### config.mk
export PLATFORM = sky130hd
export DESIGN_NAME = registers_flat
export DESIGN_NICKNAME = d
export VERILOG_FILES = /design/src/rtl/gpu_pkg.sv /design/src/rtl/registers_if.sv /design/src/rtl/registers.sv /design/src/flat_wrapper.sv
export SDC_FILE = /design/constraint.sdc
export NUM_CORES = 1
export LEC_CHECK = 0
export BUFFER_PORTS_ARGS = -buffer_cell sky130_fd_sc_hd__buf_2
export CAP_MARGIN = 20
export CORE_MARGIN = 4
export CORE_UTILIZATION = 54
export CTS_CLUSTER_DIAMETER = 200
export DETAILED_ROUTE_END_ITERATION = 10
export GPL_TIMING_DRIVEN = 0
export PLACE_DENSITY = 0.77
export SETUP_SLACK_MARGIN = 0.15
export SKIP_CTS_REPAIR_TIMING = 1
export SYNTH_ARGS = -nofsm -noshare
export SYNTH_HDL_FRONTEND = slang
export SYNTH_SLANG_ARGS = --single-unit
### constraint.sdc
create_clock -name clock -period 2.3 [get_ports clock]
set_clock_uncertainty 0.15 [all_clocks]
set_input_delay 0.575 -clock clock [delete_from_list [all_inputs] [get_ports clock]]
set_output_delay 0.575 -clock clock [all_outputs]
set_load 0.02 [all_outputs]
### src/rtl/gpu_pkg.sv
// Shared GPU core types: pipeline stage encoding, register write-source select
// and special register indices.
package gpu_pkg;

  localparam int unsigned DATA_W        = 8;
  localparam int unsigned ADDR_W        = 4;
  localparam int unsigned NUM_REGS      = 16;
  localparam int unsigned REG_BLOCK_ID  = 13;
  localparam int unsigned REG_BLOCK_DIM = 14;
  localparam int unsigned REG_THREAD_ID = 15;

  typedef enum logic [2:0] {
    IDLE    = 3'b000,
    FETCH   = 3'b001,
    DECODE  = 3'b010,
    REQUEST = 3'b011,
    WAIT    = 3'b100,
    EXECUTE = 3'b101,
    UPDATE  = 3'b110,
    DONE    = 3'b111
  } core_state_t;

  typedef enum logic [1:0] {
    ARITHMETIC = 2'b00,
    MEMORY     = 2'b01,
    CONSTANT   = 2'b10
  } reg_input_mux_t;

endpackage

### src/rtl/registers_if.sv
// Thread register file bus: decoded instruction fields and datapath results in,
// registered operands out.
interface registers_if;
  import gpu_pkg::*;

  logic                enable;
  logic [DATA_W-1:0]   block_id;
  logic [2:0]          core_state;
  logic [ADDR_W-1:0]   decoded_rd_address;
  logic [ADDR_W-1:0]   decoded_rs_address;
  logic [ADDR_W-1:0]   decoded_rt_address;
  logic                decoded_reg_write_enable;
  logic [1:0]          decoded_reg_input_mux;
  logic [DATA_W-1:0]   decoded_immediate;
  logic [DATA_W-1:0]   alu_out;
  logic [DATA_W-1:0]   lsu_out;
  logic [DATA_W-1:0]   rs;
  logic [DATA_W-1:0]   rt;

  modport master (
    output enable, block_id, core_state,
    output decoded_rd_address, decoded_rs_address, decoded_rt_address,
    output decoded_reg_write_enable, decoded_reg_input_mux, decoded_immediate,
    output alu_out, lsu_out,
    input  rs, rt
  );

  modport slave (
    input  enable, block_id, core_state,
    input  decoded_rd_address, decoded_rs_address, decoded_rt_address,
    input  decoded_reg_write_enable, decoded_reg_input_mux, decoded_immediate,
    input  alu_out, lsu_out,
    output rs, rt
  );

endinterface

### src/rtl/registers.sv
// Per-thread 16 x 8-bit register file: R0..R12 general purpose, R13..R15 hold
// block id, block dimension and thread id and are never written by instructions.
module registers
  import gpu_pkg::*;
#(
  parameter int unsigned THREADS_PER_BLOCK = 4,
  parameter int unsigned THREAD_ID         = 0,
  parameter int unsigned DATA_BITS         = 8
) (
  input  logic         clock,
  input  logic         reset,
  registers_if.slave   bus
);

  localparam logic [ADDR_W-1:0] IDX_BLOCK_ID  = ADDR_W'(REG_BLOCK_ID);
  localparam logic [ADDR_W-1:0] IDX_BLOCK_DIM = ADDR_W'(REG_BLOCK_DIM);
  localparam logic [ADDR_W-1:0] IDX_THREAD_ID = ADDR_W'(REG_THREAD_ID);
  localparam logic [ADDR_W-1:0] IDX_LAST_GP   = ADDR_W'(REG_BLOCK_ID - 1);

  // Elaboration-time parameter sanity checks
  if (DATA_BITS != 8) begin : g_bad_data_bits
    $error("registers: only DATA_BITS == 8 is supported");
  end
  if (THREADS_PER_BLOCK < 1 || THREADS_PER_BLOCK > 255) begin : g_bad_tpb
    $error("registers: THREADS_PER_BLOCK must be 1..255");
  end
  if (THREAD_ID >= THREADS_PER_BLOCK) begin : g_bad_tid
    $error("registers: THREAD_ID must be below THREADS_PER_BLOCK");
  end

  logic [DATA_W-1:0] regs [NUM_REGS];

  logic [DATA_W-1:0] wr_data_c;
  logic              wr_src_ok_c;
  logic              wr_en_c;
  logic              rd_en_c;

  // Write-source select; the reserved encoding suppresses the write
  always_comb begin
    wr_data_c   = '0;
    wr_src_ok_c = 1'b0;
    case (bus.decoded_reg_input_mux)
      ARITHMETIC: begin wr_data_c = bus.alu_out;           wr_src_ok_c = 1'b1; end
      MEMORY:     begin wr_data_c = bus.lsu_out;           wr_src_ok_c = 1'b1; end
      CONSTANT:   begin wr_data_c = bus.decoded_immediate; wr_src_ok_c = 1'b1; end
      default:    begin wr_data_c = '0;                    wr_src_ok_c = 1'b0; end
    endcase
  end

  assign rd_en_c = bus.enable && (bus.core_state == REQUEST);
  assign wr_en_c = bus.enable && (bus.core_state == UPDATE) &&
                   bus.decoded_reg_write_enable && wr_src_ok_c &&
                   (bus.decoded_rd_address <= IDX_LAST_GP);

  // Array, operand latches and the per-cycle block id refresh
  always_ff @(posedge clock) begin
    if (!reset) begin
      for (int unsigned i = 0; i < NUM_REGS; i++) begin
        regs[i] <= '0;
      end
      regs[IDX_BLOCK_DIM] <= DATA_W'(THREADS_PER_BLOCK);
      regs[IDX_THREAD_ID] <= DATA_W'(THREAD_ID);
      bus.rs              <= '0;
      bus.rt              <= '0;
    end else if (bus.enable) begin
      regs[IDX_BLOCK_ID] <= bus.block_id;
      if (rd_en_c) begin
        bus.rs <= regs[bus.decoded_rs_address];
        bus.rt <= regs[bus.decoded_rt_address];
      end
      if (wr_en_c) begin
        regs[bus.decoded_rd_address] <= wr_data_c;
      end
    end
  end

endmodule
### src/flat_wrapper.sv
// flat-port wrapper written by rule: the top's interface ports become plain ports
module registers_flat import gpu_pkg::*;
#(
  parameter int unsigned THREADS_PER_BLOCK = 4,
  parameter int unsigned THREAD_ID         = 0,
  parameter int unsigned DATA_BITS         = 8
)
  (clock, reset, bus_enable, bus_block_id, bus_core_state, bus_decoded_rd_address, bus_decoded_rs_address, bus_decoded_rt_address, bus_decoded_reg_write_enable, bus_decoded_reg_input_mux, bus_decoded_immediate, bus_alu_out, bus_lsu_out, bus_rs, bus_rt);
  registers_if bus_i ();
  input  logic clock;
  input  logic reset;
  input wire logic [$bits(bus_i.enable)-1:0] bus_enable;
  input wire logic [$bits(bus_i.block_id)-1:0] bus_block_id;
  input wire logic [$bits(bus_i.core_state)-1:0] bus_core_state;
  input wire logic [$bits(bus_i.decoded_rd_address)-1:0] bus_decoded_rd_address;
  input wire logic [$bits(bus_i.decoded_rs_address)-1:0] bus_decoded_rs_address;
  input wire logic [$bits(bus_i.decoded_rt_address)-1:0] bus_decoded_rt_address;
  input wire logic [$bits(bus_i.decoded_reg_write_enable)-1:0] bus_decoded_reg_write_enable;
  input wire logic [$bits(bus_i.decoded_reg_input_mux)-1:0] bus_decoded_reg_input_mux;
  input wire logic [$bits(bus_i.decoded_immediate)-1:0] bus_decoded_immediate;
  input wire logic [$bits(bus_i.alu_out)-1:0] bus_alu_out;
  input wire logic [$bits(bus_i.lsu_out)-1:0] bus_lsu_out;
  output wire logic [$bits(bus_i.rs)-1:0] bus_rs;
  output wire logic [$bits(bus_i.rt)-1:0] bus_rt;
  assign bus_i.enable = bus_enable;
  assign bus_i.block_id = bus_block_id;
  assign bus_i.core_state = bus_core_state;
  assign bus_i.decoded_rd_address = bus_decoded_rd_address;
  assign bus_i.decoded_rs_address = bus_decoded_rs_address;
  assign bus_i.decoded_rt_address = bus_decoded_rt_address;
  assign bus_i.decoded_reg_write_enable = bus_decoded_reg_write_enable;
  assign bus_i.decoded_reg_input_mux = bus_decoded_reg_input_mux;
  assign bus_i.decoded_immediate = bus_decoded_immediate;
  assign bus_i.alu_out = bus_alu_out;
  assign bus_i.lsu_out = bus_lsu_out;
  assign bus_rs = bus_i.rs;
  assign bus_rt = bus_i.rt;
  registers #(.THREADS_PER_BLOCK(THREADS_PER_BLOCK), .THREAD_ID(THREAD_ID), .DATA_BITS(DATA_BITS)) u_core (.clock(clock), .reset(reset), .bus(bus_i));
endmodule
==> reports/qor.csv <==
stage,metric,value,unit
clock_tree,# H-tree levels,4,
place,I/O Buffers,58,
floorplan,Boundary Pins,69,
critical_path,worst path cell trace,"buf_2, nand3b_1, nor3_1, nand3_1, nand3_1",
global_routing,grt total ovfl,0,
place,Placed Area,7870,sq um
synth,Yosys cell types,29,
critical_path,Critical Path AT,2500,ps
timing,Slew @ Worst Pin,939,ps
synth,top cell type's share of synthesized area,52.9,%
detailed_routing,Routed WL,20500,microns
timing,WHS,303,ps
timing,"Hold Vio Cnt, Final",0,
timing,Max Transition Viols Final,0,
flow_run,max-cap violations,0,
clock_tree,CTS tree,yes,
clock_tree,Max clock buf depth,2,
detailed_routing,DRT antenna net count,0,
clock_tree,CTS root buffer,clkbuf_16,
global_routing,GRT Util Overall,27.7,%
clock_tree,total CTS buffers,17,
power_and_ir_drop,Pwr Density,737,nW/um^2
detailed_routing,Initial DRC Count,688,
place,hpwl dp,14700,microns
global_routing,largest net degree at the start of global routing,17,
timing,min cycle time layout,2290,ps
status,outcome,"complete, no violations",
detailed_routing,# DRC,0,
detailed_routing,Initial DRT Pass Iterations,5,
clock_tree,"Clk Latency, worst-skew pair",430,ps
clock_tree,CTS sink cnt,144,
critical_path,CP Class,in -> reg,
synth,Synth Area per Inst,12.6,sq um
floorplan,initial core utilization,55.0,%
floorplan,DIE HEIGHT,124,microns
critical_path,CP most frequent cell,nand3_1,
synth,Synth area leaders,"edfxtp_1 (53%), mux2i_1 (9.9%), mux4_2 (9.9%)",
synth,"Cell Area, Synth",7260,sq um
global_routing,first-pass GRT wire length,29800,microns
critical_path,"Largest stage delay, worst path",850,ps
final_layout,ANT cells,0,
power_and_ir_drop,Overall Power,0.00623,W
final_layout,Final nets,719,
critical_path,startpoint type of the worst setup path,primary input,
place,GP Congestion,0.992,
timing,fin crit share,99.4,%
detailed_routing,drt wl/cell,24.0,microns
critical_path,Critical Path Sink Type,register,
worst_hold_path,Hold Path Class,reg -> reg,
floorplan,Core Area,13200,sq um
detailed_routing,vias per std cell,6.31,
final_layout,Final Cell Area,8460,sq um
floorplan,DIE AREA,15400,sq um
synth,Post-Syn Instances,574,
global_routing,number of antenna violations at the first check in global routing,0,
global_routing,vias in the first global route,5403,
timing,worst relative slew slack,37.4,%
timing,"Setup violations, final",0,
detailed_routing,via count,5394,
synth,Yosys Warn Count,0,
floorplan,Rows,42,
critical_path,Crit Path Max Fanout,8,
final_layout,area grow syn2layout,16.5,%
synth,"Seq/Total Area, Yosys",57.3,%
synth,"area leader, netlist",edfxtp_1,
timing,RSZ-0062 raised after global routing,yes,
final_layout,layout cell share with drive strength beyond 1,26.4,%
power_and_ir_drop,Worst VDD drop,0.533,mV
power_and_ir_drop,cell leakage power,3.21,nW
clock_tree,clk slew on worst S/H paths,60,ps
critical_path,CP max stage cell,nor3_1,
synth,Yosys reg bits,144,
critical_path,CP required,2520,ps
timing,Max Freq,0.437,GHz
timing,Post-Route Setup TNS,0,ps
floorplan,Die W,124,microns
final_layout,final core utilization,64.1,%
layout by cell type, fill, tap and decap left out, types with 13 or more instances in the layout:
master and instances:
edfxtp_1 128, nor2_1 116, buf_2 74, mux2i_1 72, a22oi_1 48, nand3_1 32
mux4_2 32, nand2_2 20, nand2_1 20, clkbuf_16 18, dfxtp_1 16, conb_1 16
clkbuf_1 13
through the flow:
stage | instances | setup slack (ps)
global route | 855 | 44.8
CTS | 854 | 38.9
global placement | 822 | -325
detailed placement | 822 | -392
floorplan | 588 | 97.5
finish | 855 | 13.8
where the power goes:
part | internal, W | switching [W]
Clock | 0.00145 | 0.00104
Combinational | 0.000260 | 0.000413
Sequential | 0.00299 | 0.0000804
cell type report:
class | count | area, sq um
clock inverter | 11 | 62.6
buffer | 38 | 173
clock buffer | 21 | 472
fill | 1021 | 4730
timing repair buffer | 59 | 298
sequential | 144 | 4160
inverter | 3 | 11.3
multi-input combinational | 403 | 3060
tap | 176 | 220
layer usage:
metal,vias to the layer above,GRT usage [%],routed length [microns]
li1,2337,-,-
met2,357,45.4,10100
met1,2641,34.9,7510
met4,0,11.6,702
met5,-,0,0
met3,59,7.45,2200
cell families (layout without fill, tap and decap cells):
group	count (synthesis)	after routing	share of synthesized area, %
AOI/OAI and AO/OA	57	57	5.62
other	2	16	0.103
muxes	104	104	19.9
DFF	144	144	57.3
and+or+nand+nor	226	226	14.7
buffers and inverters	41	132	2.40
worst paths after layout:
check / start / to / slack (ps) / cells past startpoint
worst min register to register: u_core.bus.rs[1] / u_core.bus.rs[1] / 300 / 2
worst max-delay path: bus_core_state[2] / u_core.bus.rt[7] / 10 / 5
worst max register to register: u_core.regs[15][3] / u_core.bus.rt[3] / 600 / 3
worst min-delay path: u_core.bus.rs[1] / u_core.bus.rs[1] / 300 / 2
registers in the layout, indices dropped and copies added (netlist names):
signal and count:
u_core.bus.rt 8, u_core.regs 128, u_core.bus.rs 8
synth_stat cells:
master    instances
nand2_1          41
clkbuf_1         19
nor3_2            2
nor4b_4           1
nor4_4            2
buf_2            16
edfxtp_1        128
a21oi_1           8
nor3_1            3
and3_1            8
mux2i_1          72
buf_1             3
conb_1            2
nand3b_1          1
o21a_1            1
nand3_2           1
dfxtp_1          16
a22oi_1          48
mux4_2           32
nor2b_1           7
nand4b_2          1
nand2b_1          2
nor4b_2           2
nand3_1          34
nor2_1          116
and2_1            3
inv_1             3
nand2_4           1
nand4_1           1
critical path, delay by kind of cell:
family                 cells  cell delay (ps)
buffers and inverters      1              110
AND/OR/NAND/NOR            4             1810
Note: power is estimated with default switching activity, not from simulation.
